--- config.mk ---
export PLATFORM = sky130hd
export DESIGN_NAME = fetch_unit
export DESIGN_NICKNAME = d
export VERILOG_FILES = /design/src/rtl/fetch_unit.sv
export SDC_FILE = /design/constraint.sdc
export NUM_CORES = 1
export LEC_CHECK = 0
export CAP_MARGIN = 10
export CORE_MARGIN = 4
export CORE_UTILIZATION = 40
export CTS_BUF_LIST = sky130_fd_sc_hd__clkbuf_4 sky130_fd_sc_hd__clkbuf_8
export CTS_CLUSTER_DIAMETER = 80
export DETAILED_ROUTE_END_ITERATION = 8
export GPL_TIMING_DRIVEN = 0
export PLACE_DENSITY = 0.69
export SLEW_MARGIN = 20
export SYNTH_ARGS = -nofsm -noshare
export SYNTH_HDL_FRONTEND = slang
export SYNTH_SLANG_ARGS = --single-unit
--- constraint.sdc ---
create_clock -name clk -period 27.8 [get_ports clk]
set_input_delay 5.56 -clock clk [delete_from_list [all_inputs] [get_ports clk]]
set_output_delay 5.56 -clock clk [all_outputs]
set_load 0.05 [all_outputs]
--- src/rtl/fetch_unit.sv ---
// Instruction-fetch stage: single-outstanding ICache requester, static
// predecode of JAL/branch targets, and a circular instruction queue that
// feeds the decoder. A ROB flush redirects the PC and empties the queue.
module fetch_unit #(
    parameter int                ADDR_W      = 32,
    parameter int                INSTR_W     = 32,
    parameter int                QUEUE_DEPTH = 8,
    parameter logic [ADDR_W-1:0] RESET_PC    = '0
) (
    input  logic               clk,
    input  logic               rst,
    input  logic               rdy,
    input  logic               flush_i,
    input  logic [ADDR_W-1:0]  flush_pc_i,
    output logic               icache_req_o,
    output logic [ADDR_W-1:0]  icache_addr_o,
    input  logic               icache_valid_i,
    input  logic [INSTR_W-1:0] icache_data_i,
    output logic [ADDR_W-1:0]  pred_pc_o,
    input  logic               pred_taken_i,
    output logic               dec_valid_o,
    output logic [INSTR_W-1:0] dec_instr_o,
    output logic [ADDR_W-1:0]  dec_pc_o,
    output logic               dec_pred_taken_o,
    input  logic               dec_ready_i
);

    localparam int PTR_W = $clog2(QUEUE_DEPTH);
    localparam int CNT_W = PTR_W + 1;
    localparam logic [CNT_W-1:0] FULL = CNT_W'(QUEUE_DEPTH);

    localparam logic [1:0] IDLE = 2'd0;
    localparam logic [1:0] WAIT = 2'd1;
    localparam logic [1:0] DROP = 2'd2;

    localparam logic [6:0] OP_JAL    = 7'b1101111;
    localparam logic [6:0] OP_BRANCH = 7'b1100011;

    logic [1:0]         state, state_nx;
    logic [ADDR_W-1:0]  pc, pc_nx;
    logic               req_nx;
    logic [ADDR_W-1:0]  addr_nx;

    logic [INSTR_W-1:0] q_instr [QUEUE_DEPTH];
    logic [ADDR_W-1:0]  q_pc    [QUEUE_DEPTH];
    logic               q_taken [QUEUE_DEPTH];

    logic [PTR_W-1:0]   head, tail, head_nx, tail_nx;
    logic [CNT_W-1:0]   count, count_nx, cnt_after_deq;
    logic               enq, deq;

    logic signed [ADDR_W-1:0] j_imm, b_imm;
    logic [ADDR_W-1:0]  seq_pc;
    logic               seq_taken;

    logic [INSTR_W-1:0] head_instr;
    logic [ADDR_W-1:0]  head_pc;
    logic               head_taken;

    // Predictor sees the address of the outstanding request.
    assign pred_pc_o = icache_addr_o;

    assign j_imm = {{(ADDR_W-21){icache_data_i[31]}}, icache_data_i[31], icache_data_i[19:12],
                    icache_data_i[20], icache_data_i[30:21], 1'b0};
    assign b_imm = {{(ADDR_W-13){icache_data_i[31]}}, icache_data_i[31], icache_data_i[7],
                    icache_data_i[30:25], icache_data_i[11:8], 1'b0};

    // Next-PC selection from the opcode of the returning instruction.
    always_comb begin
        seq_pc    = pc + ADDR_W'(4);
        seq_taken = 1'b0;
        if (icache_data_i[6:0] == OP_JAL) begin
            seq_pc    = pc + $unsigned(j_imm);
            seq_taken = 1'b1;
        end else if (icache_data_i[6:0] == OP_BRANCH && pred_taken_i) begin
            seq_pc    = pc + $unsigned(b_imm);
            seq_taken = 1'b1;
        end
    end

    // Request FSM: issue, wait for response, or discard a stale response.
    always_comb begin
        state_nx = state;
        pc_nx    = pc;
        req_nx   = icache_req_o;
        addr_nx  = icache_addr_o;
        case (state)
            IDLE: begin
                if (flush_i) begin
                    pc_nx = flush_pc_i;
                end else if (count != FULL) begin
                    state_nx = WAIT;
                    req_nx   = 1'b1;
                    addr_nx  = pc;
                end
            end
            WAIT: begin
                if (flush_i) begin
                    pc_nx    = flush_pc_i;
                    req_nx   = 1'b0;
                    state_nx = icache_valid_i ? IDLE : DROP;
                end else if (icache_valid_i) begin
                    pc_nx    = seq_pc;
                    req_nx   = 1'b0;
                    state_nx = IDLE;
                end
            end
            DROP: begin
                req_nx = 1'b0;
                if (flush_i) pc_nx = flush_pc_i;
                // The stale response is consumed here whether or not a
                // further flush arrives with it, so nothing stays pending.
                if (icache_valid_i) state_nx = IDLE;
            end
            default: begin
                state_nx = IDLE;
                req_nx   = 1'b0;
            end
        endcase
    end

    assign enq = (state == WAIT) && icache_valid_i && !flush_i;
    assign deq = dec_valid_o && dec_ready_i && !flush_i;
    assign cnt_after_deq = count - CNT_W'(deq);

    // Queue pointer/count update and the entry that becomes the new head.
    always_comb begin
        if (flush_i) begin
            head_nx  = '0;
            tail_nx  = '0;
            count_nx = '0;
        end else begin
            head_nx  = head + PTR_W'(deq);
            tail_nx  = tail + PTR_W'(enq);
            count_nx = cnt_after_deq + CNT_W'(enq);
        end
        // An entry written into an otherwise empty queue is the head itself.
        if (enq && cnt_after_deq == '0) begin
            head_instr = icache_data_i;
            head_pc    = pc;
            head_taken = seq_taken;
        end else begin
            head_instr = q_instr[head_nx];
            head_pc    = q_pc[head_nx];
            head_taken = q_taken[head_nx];
        end
    end

    // Queue storage; written only on a real enqueue.
    always_ff @(posedge clk) begin
        if (!rst && rdy && enq) begin
            q_instr[tail] <= icache_data_i;
            q_pc[tail]    <= pc;
            q_taken[tail] <= seq_taken;
        end
    end

    // Architectural state and registered outputs, frozen while rdy is low.
    always_ff @(posedge clk) begin
        if (rst) begin
            state            <= IDLE;
            pc               <= RESET_PC;
            icache_req_o     <= 1'b0;
            icache_addr_o    <= RESET_PC;
            head             <= '0;
            tail             <= '0;
            count            <= '0;
            dec_valid_o      <= 1'b0;
            dec_instr_o      <= '0;
            dec_pc_o         <= '0;
            dec_pred_taken_o <= 1'b0;
        end else if (rdy) begin
            state            <= state_nx;
            pc               <= pc_nx;
            icache_req_o     <= req_nx;
            icache_addr_o    <= addr_nx;
            head             <= head_nx;
            tail             <= tail_nx;
            count            <= count_nx;
            dec_valid_o      <= (count_nx != '0);
            dec_instr_o      <= head_instr;
            dec_pc_o         <= head_pc;
            dec_pred_taken_o <= head_taken;
        end
    end

endmodule
# Word level (Yosys, flattened, before mapping)
# Memory sizes are Yosys's and may differ from the RTL's.
# Cells that the tools add are included.
[classes] addsub=7 eq_ne=9 n_mux=27 bitwise_logic=1 n_reduce_logical=19
[op_table] op="$mux 32" n=7
[op_table] op="$add 32x32->32" n=2
[op_table] op="$pmux 32 s2" n=1
[op_table] op="$add 32x3->32 const B" n=1
[op_table] op="$eq 7x7->1 const B" n=2
[op_table] op="$reduce_and 4->1" n=3
[op_table] op="$mux 2" n=5
[op_table] op="$mux 1" n=9
[op_table] op="$logic_and 1x1->1" n=8
[op_table] op="$add 3x1->3" n=2
[op_table] op="$mux 3" n=2
[op_table] op="$pmux 2 s3" n=1
[op_table] op="$add 4x1->4" n=1
[op_table] op="$logic_not 4->1" n=1
[op_table] op="$mux 4" n=1
[op_table] op="$ne 2x2->1 const B" n=2
[op_table] op="$ne 4x4->1 const B" n=1
[op_table] op="$reduce_bool 4->1" n=1
[op_table] op="$sub 4x1->4" n=1
[op_table] op="$ne 3x3->1 const B" n=1
[op_table] op="$reduce_and 3->1" n=1
[op_table] op="$eq 2x1->1 const B" n=1
[op_table] op="$eq 2x2->1 const B" n=1
[op_table] op="$logic_not 1->1" n=2
[op_table] op="other kinds (6)" n=6
[totals] regBits=143 mem_bits_rw=520 input_bits=71 mem_count=3
[mem_list] name="q_instr" words=8 width=32 rd=1 rd_clocked_by_memory_dff=0 wr=1 line_no="44" source="logic [INSTR_W-1:0] q_instr [QUEUE_DEPTH];"
[mem_list] name="q_pc" words=8 width=32 rd=1 rd_clocked_by_memory_dff=0 wr=1 line_no="45" source="logic [ADDR_W-1:0] q_pc [QUEUE_DEPTH];"
[mem_list] name="q_taken" words=8 width=1 rd=1 rd_clocked_by_memory_dff=0 wr=1 line_no="46" source="logic q_taken [QUEUE_DEPTH];"

# Depth between registers and ports, before layout
# Gate-level depths: netlist of the first run.
[depth] depth_word=7 mapped_depth=16

# Least setup slack after synthesis of the first run
# Ideal clock, no wire load.
[synth_timing] path_type="input to register" from="input port rdy" to="memory q_instr[2][0], enable pin" setup_time_ns=0.671 t_arrival_ns=13.303 required_time_ns=27.129 path_slack_ns=13.826 stages=7 path_cell_list="buf_2 > inv_2 > a21oi_2 > nand2_1 > nor2_1 > nand2_1 > nor4b_1"
[synth_via] elab_chain_cells=4
[synth_lines] element="start, declared" line_no="12" source="input logic rdy,"
[synth_lines] element="$logic_and 1x1->1 (2 in a row)" line_no="151" source="if (!rst && rdy && enq) begin"
[synth_lines] element="$mux 1" line_no="151"
[synth_lines] element="$mux 1 (implied by the code)" line_no="152" source="q_instr[tail] <= icache_data_i;"
[synth_lines] element="end, declared" line_no="44"
# No other way between the ends.

# Worst setup path after layout of the first run
[layout_timing] from="input port flush_i" to="register dec_pc_o[10]"
[layout_via] elab_chain_cells=6 word_cells_on_any_way=10 classes_between="add/sub: 2; mux: 2; reduce/logical: 5; memory: 1"
[layout_lines] element="start, declared" line_no="13" source="input logic flush_i,"
[layout_lines] element="$logic_not 1->1" line_no="122, 123"
[layout_lines] element="$logic_and 1x1->1" line_no="123" source="assign deq = dec_valid_o && dec_ready_i && !flush_i;"
[layout_lines] element="$add 3x1->3 or $sub 4x1->4 (tied branches)" line_no="133, 124"
[layout_lines] element="$mux 3 or $logic_not 4->1 (tied branches)" line_no="128, 138"
[layout_lines] element="$mem_v2 8x32 or $logic_and 1x1->1 (tied branches)"
[layout_lines] element="$mux 32 *" line_no="138" source="if (enq && cnt_after_deq == '0) begin"
[layout_lines] element="end signal, assigned" line_no="182" source="dec_pc_o <= head_pc;"
[layout_lines] element="end, declared" line_no="23" source="output logic [ADDR_W-1:0] dec_pc_o,"
# Every way passes the cells marked *; elsewhere a longest branch is shown, timed or not.
# A chain may end at the register's enable or synchronous reset.

==> summary.md, run 1 <==
| Metric | Value |
|---|---|
| Max IR drop VDD | `0.03881 mV` |
| Clock slew at reported path FFs | `70 ps` |
| Top cell type's share of synthesized area | `52.55%` |
| Placed Instances | `3529` |
| Vias | `22550` |
| Required time of the worst setup path | `28430 ps` |
| Routed len/inst | `27.62 um` |
| Final net count | `2804` |
| Setup crit end kind | `register` |
| Final period util | `37.62%` |
| Final hold viol count | `0` |
| Switch Pwr | `0.5490 mW` |
| Worst Tran Pin Value | `1170 ps` |
| N_diodes | `0` |
| Final std cells w/o fill | `3728` |
| Number of CTS-inserted buffers | `107` |
| Peak fanout along the critical path | `10` |
| DP Wirelength | `74200 um` |
| IO Port Bufs | `200` |
| Die area | `0.07871 mm2` |
| Setup CP Type | `in2reg` |
| Ys flop type | `edfxtp_1` |
| Antenna violations before repair | `6` |
| Sequential cell area | `0.01848 mm2` |
| Via/cell ratio | `6.050` |
| Total wire length | `103000 um` |
| Area share of and/or/nand/nor cells after synthesis | `7.693%` |
| Multiplexer area fraction after synthesis | `9.297%` |
| Post-CTS Setup Bufs | `0` |
| Mapped Nets | `2413` |
| Site Rows | `99` |
| DRT iter0 DRCs | `2933` |
| Clock Sinks | `663` |
| Cell variety after synth | `86` |
| Number of remaining DRC errors | `0` |
| TNS Setup | `0 ps` |
| CTS tree | `done` |
| Vias in the first global route | `21890` |
| CTS Buffer Depth | `3` |
| Syn. warnings | `0` |
| Layout cells sized above 1 | `15.96%` |
| Number of detailed-route iterations in the first pass | `6` |
| FFs w/ async S/R, synth | `0%` |
| Seq/Total Area, Yosys | `62.18%` |
| CP arrival | `11090 ps` |
| Syn Area/Cell | `12.99 um2` |
| Placed inst area | `0.03364 mm2` |
| Synth top area cells | `edfxtp_1, dfxtp_1, mux4_2` |
| Post-CTS resize count | `0` |
| Comb power frac | `8.3%` |
| Yosys top cell by area | `edfxtp_1` |
| Htree depth | `3` |
| Post-Syn Area | `0.02972 mm2` |
| Routability cong. | `0.9780` |
| Fill cells | `6388` |
| Worst-skew pair later-pin latency | `760 ps` |
| Outcome | `completed` |
| Min-Delay Path Class | `reg2reg` |
| Fin area | `0.03594 mm2` |
| Multi-input logic area | `0.01025 mm2` |
| Core area | `0.07333 mm2` |
| Die Ht | `280.6 um` |
| DRT antenna net count | `0` |
| Die X | `280.6 um` |
| Most frequent cells in the layout | `edfxtp_1, nand2_1, a21oi_1` |
| Tmin final | `10460 ps` |
| Synth Area in Adders | `2.324%` |
| Leak pwr | `12.36 nW` |
| Max-Cap Viols | `0` |
| Pwr Total | `2.185 mW` |
| Startpoint Class | `input pin` |
| Final setup viols | `0` |
| #FFs+latches synth | `663` |
| Area Growth Syn to Fin | `20.93%` |
| Clk network pwr share | `41.6%` |
| Int Power | `1.636 mW` |
| Cell Pwr Density | `60.80 mW/mm2` |
| XOR/XNOR share of the synthesized area | `1.385%` |
| RSZ-0062 raised after global routing | `no` |
| Largest family of logic cells by synthesized area | `compound AO/OA/AOI/OAI gates` |
| Max frequency | `95.62 MHz` |
| Hold-fix buffers, CTS | `0` |
| Max-slew violations | `0` |
| Finished Core Util | `49.01%` |
| Total congestion overflow | `0` |
| Cells after Synth | `2288` |
| Synth Area in Compound Gates | `13.61%` |
| Post-synth EDFFs | `520` |
| Most common cell after layout, fill and taps aside | `edfxtp_1` |
| Largest net degree at the start of global routing | `24` |
| Initial Utilization | `40.52%` |
| Final Skew | `39.70 ps` |
| I/O pin count | `202` |
| Worst slew margin | `22.02%` |
| Net Sw Frac | `25.12%` |
| Root Driver | `clkbuf_8` |
| GRT Total Usage | `25.57%` |
| Sequential fraction of design power | `50.1%` |
| First-pass GRT wire length | `148000 um` |
==> synth_stat cells (all sizes together), types with 12 or more instances <==
master,count
edfxtp,520
nand2,205
a21oi,201
nor2,166
dfxtp,143
clkbuf,121
o21ai,118
o221ai,105
mux2i,96
buf,81
mux4,80
ha,52
a211oi,32
inv,25
o211ai,25
xor2,24
xnor2,23
nand3,22
nand4,19
nor3,19
a31oi,18
a21o,15
nand2b,12
==> flip-flops by register name, summed over array words and instances (netlist names), 2 cells and up <==
signal,flops
count,4
dec_instr_o,32
dec_pc_o,32
head,3
icache_addr_o,32
pc,32
q_instr,256
q_pc,256
q_taken,8
state,2
tail,3
==> power by group through the flow <==
stage          Sequential, mW  Clock (mW)  Combinational (mW)
3_3_place_gp             1.12           0               0.175
6_report                 1.10       0.908               0.182
3_5_place_dp             1.12           0               0.177
5_1_grt                  1.10       0.965               0.192
4_1_cts                  1.10       0.918               0.178
2_1_floorplan            1.13           0              0.0839
==> worst max-delay path: stages <==
cell and delay (ps):
clkdlybuf4s50_1 700, buf_2 330, clkbuf_1 650, and3b_1 290
ha_1 200, ha_1 300, nand2b_1 90, clkbuf_1 630
clkbuf_1 740, buf_2 530, mux2i_1 640, o21ai_0 180
mux2i_1 170, nor2_1 60
==> layout make-up <==
cell class	instances	share of cell area (%)
Sequential cell	663	51.42
Buffer	202	2.639
Clock buffer	143	4.989
Timing Repair Buffer	282	7.430
Inverter	25	0.2611
Clock inverter	56	1.414
Tap cell	959	3.339
Multi-Input combinational cell	1398	28.51
==> metal layers <==
layer / global-route usage, % / vias up / part of all wire [%]
li1: - / 9692 / -
met1: 34.70 / 11220 / 40
met2: 39.31 / 1402 / 45
met3: 6.316 / 241 / 11
met4: 11.08 / 2 / 4.4
met5: 0 / - / 0.019
==> per-stage QoR <==
| stage | hold WS (ps) | setup WS [ps] |
|---|---|---|
| 6_report | 471.7 | 17340 |
| 3_5_place_dp | 470.0 | 16720 |
| 2_1_floorplan | 465.0 | 13830 |
| 4_1_cts | 478.8 | 17520 |
| 3_3_place_gp | 468.4 | 6543 |
| 5_1_grt | 501.9 | 17270 |
==> final timing paths <==
| path | to | startpoint | slack, ps | cells past startpoint |
|---|---|---|---|---|
| max | dec_pc_o[10]$_SDFFE_PP0P_ | flush_i | 17340 | 14 |
| min | icache_addr_o[8]$_SDFFE_PP0P_ | icache_addr_o[8]$_SDFFE_PP0P_ | 470 | 2 |
| max reg2reg | pc[29]$_SDFFE_PP0P_ | pc[1]$_SDFFE_PP0P_ | 23080 | 11 |
| min reg2reg | icache_addr_o[8]$_SDFFE_PP0P_ | icache_addr_o[8]$_SDFFE_PP0P_ | 470 | 2 |
==> kinds of logic (layout without fill, tap and decap cells) <==
group                    count (synthesis)  after routing
AO/OA/AOI/OAI                          612            612
multiplexers                           176            176
XOR/XNOR                                47             47
buffers and inverters                  227            708
AND/OR/NAND/NOR                        509            509
flip-flops                             663            663
adder cells (fa/ha/maj)                 54             54
(Power assumes the default switching activity.)
==> run 2, diff against run 1 <==
- clock period: 27.8 -> 10 ns (I/O delays scaled with it)
==> summary.md, run 2 (synthesis results as in run 1) <==
| Metric | Value |
|---|---|
| DRT iter0 DRCs | `2721 (was 2933)` |
| Startpoint Class | `input pin (unchanged)` |
| Routed len/inst | `27.73 um (was 27.62 um)` |
| Max-slew violations | `0 (unchanged)` |
| Final std cells w/o fill | `3717 (was 3728)` |
| Core area | `0.07333 mm2 (unchanged)` |
| Number of remaining DRC errors | `0 (unchanged)` |
| Hold-fix buffers, CTS | `0 (unchanged)` |
| Clock Sinks | `663 (unchanged)` |
| Final setup viols | `0 (unchanged)` |
| Vias | `22200 (was 22550)` |
| Post-CTS Setup Bufs | `0 (unchanged)` |
| Initial Utilization | `40.52% (unchanged)` |
| First-pass GRT wire length | `148100 um (was 148000 um)` |
| Clock slew at reported path FFs | `60 ps (was 70 ps)` |
| Vias in the first global route | `21940 (was 21890)` |
| CTS Buffer Depth | `3 (unchanged)` |
| Root Driver | `clkbuf_8 (unchanged)` |
| Sequential cell area | `0.01848 mm2 (unchanged)` |
| RSZ-0062 raised after global routing | `no (unchanged)` |
| Max IR drop VDD | `0.09099 mV (was 0.03881 mV)` |
| Number of CTS-inserted buffers | `104 (was 107)` |
| I/O pin count | `202 (unchanged)` |
| Final net count | `2791 (was 2804)` |
| Finished Core Util | `48.94% (was 49.01%)` |
| Largest net degree at the start of global routing | `23 (was 24)` |
| Most frequent cells in the layout | `edfxtp_1, nand2_1, a21oi_1 (unchanged)` |
| DP Wirelength | `73980 um (was 74200 um)` |
| Site Rows | `99 (unchanged)` |
| Worst Tran Pin Value | `1156 ps (was 1170 ps)` |
| Required time of the worst setup path | `10580 ps (was 28430 ps)` |
| Placed inst area | `0.03363 mm2 (was 0.03364 mm2)` |
| Area Growth Syn to Fin | `20.77% (was 20.93%)` |
| Fin area | `0.03589 mm2 (was 0.03594 mm2)` |
| Setup CP Type | `in2reg (unchanged)` |
| Most common cell after layout, fill and taps aside | `edfxtp_1 (unchanged)` |
| Die area | `0.07871 mm2 (unchanged)` |
| Total congestion overflow | `0 (unchanged)` |
| Total wire length | `103100 um (was 103000 um)` |
| Placed Instances | `3519 (was 3529)` |
| Min-Delay Path Class | `reg2reg (unchanged)` |
| CP arrival | `7610 ps (was 11090 ps)` |
| Htree depth | `3 (unchanged)` |
| Antenna violations before repair | `8 (was 6)` |
| Worst slew margin | `22.96% (was 22.02%)` |
| DRT antenna net count | `0 (unchanged)` |
| Final period util | `70.29%` |
| IO Port Bufs | `200 (unchanged)` |
| GRT Total Usage | `25.63% (was 25.57%)` |
| Cell Pwr Density | `167.0 mW/mm2 (was 60.80 mW/mm2)` |
| Routability cong. | `0.9677 (was 0.9780)` |
| Pwr Total | `5.995 mW (was 2.185 mW)` |
| Tmin final | `7029 ps` |
| Die Ht | `280.6 um (unchanged)` |
| Biggest registers after layout | `q_instr x256, q_pc x256 (unchanged)` |
| Layout cells sized above 1 | `16.36% (was 15.96%)` |
| CTS tree | `done (unchanged)` |
| Max-Cap Viols | `0 (unchanged)` |
| Final Skew | `43.26 ps (was 39.70 ps)` |
| Via/cell ratio | `5.974 (was 6.050)` |
| Post-CTS resize count | `0 (unchanged)` |
| Leak pwr | `12.33 nW (was 12.36 nW)` |
| Worst-skew pair later-pin latency | `740 ps (was 760 ps)` |
| Die X | `280.6 um (unchanged)` |
| Setup crit end kind | `register (unchanged)` |
| Peak fanout along the critical path | `10 (unchanged)` |
| Final hold viol count | `0 (unchanged)` |
| Number of detailed-route iterations in the first pass | `7 (was 6)` |
| Multi-input logic area | `0.01025 mm2 (about the same)` |
| Fill cells | `6436 (was 6388)` |
| Outcome | `completed (unchanged)` |
| Max frequency | `142.3 MHz` |
run 2: path summary, 6_finish.rpt:
path / startpoint / end / slack (ps) / cells after the start
max: flush_i / dec_pc_o[10]$_SDFFE_PP0P_ / 2970 / 14
min reg2reg: icache_addr_o[8]$_SDFFE_PP0P_ / icache_addr_o[8]$_SDFFE_PP0P_ / 480 / 2
min: icache_addr_o[8]$_SDFFE_PP0P_ / icache_addr_o[8]$_SDFFE_PP0P_ / 480 / 2
max reg2reg: state[1]$_SDFFE_PP0P_ / q_instr[6][21]$_DFFE_PP_ / 5120 / 11
run 2: critical path, cell delays in order:
cell and delay [ps]:
clkdlybuf4s50_1 710, buf_2 350, clkbuf_1 670, and3b_1 290, ha_1 190, ha_1 290
nand2b_1 70, clkbuf_1 600, clkbuf_1 810, buf_2 520, mux2i_1 640, o21ai_0 210
mux2i_1 170, nor2_1 60
run 2: per-layer routing:
| layer | global-route usage [%] | vias to the layer above | part of all wire [%] |
|---|---|---|---|
| li1 | - | 9649 | - |
| met1 | 34.90 | 11110 | 41 |
| met2 | 39.96 | 1223 | 46 |
| met3 | 4.934 | 223 | 9.0 |
| met4 | 11.89 | 4 | 4.7 |
| met5 | 0 | - | 0.022 |
run 2: where the power goes:
group	internal (mW)	switching (mW)
combinational	0.166	0.337
clock	1.37	1.08
sequential	3.00	0.0472
run 2: final cells by class:
class | count | area share, %
timing repair buffer | 272 | 7.387
tap | 959 | 3.343
sequential | 663 | 51.49
antenna | 2 | 0.01395
clock buffer | 173 | 5.693
inverter | 25 | 0.2615
clock inverter | 23 | 0.5927
multi-input combinational | 1398 | 28.57
buffer | 202 | 2.650
run 2: metrics by stage:
step / hold slack, ps / setup TNS [ps] / setup slack (ps)
floorplan: 465.0 / 0 / 164.4
global placement: 469.2 / -1953460 / -7465
detailed placement: 470.7 / 0 / 2388
CTS: 480.1 / 0 / 3137
global route: 505.9 / 0 / 2897
finish: 476.7 / 0 / 2971
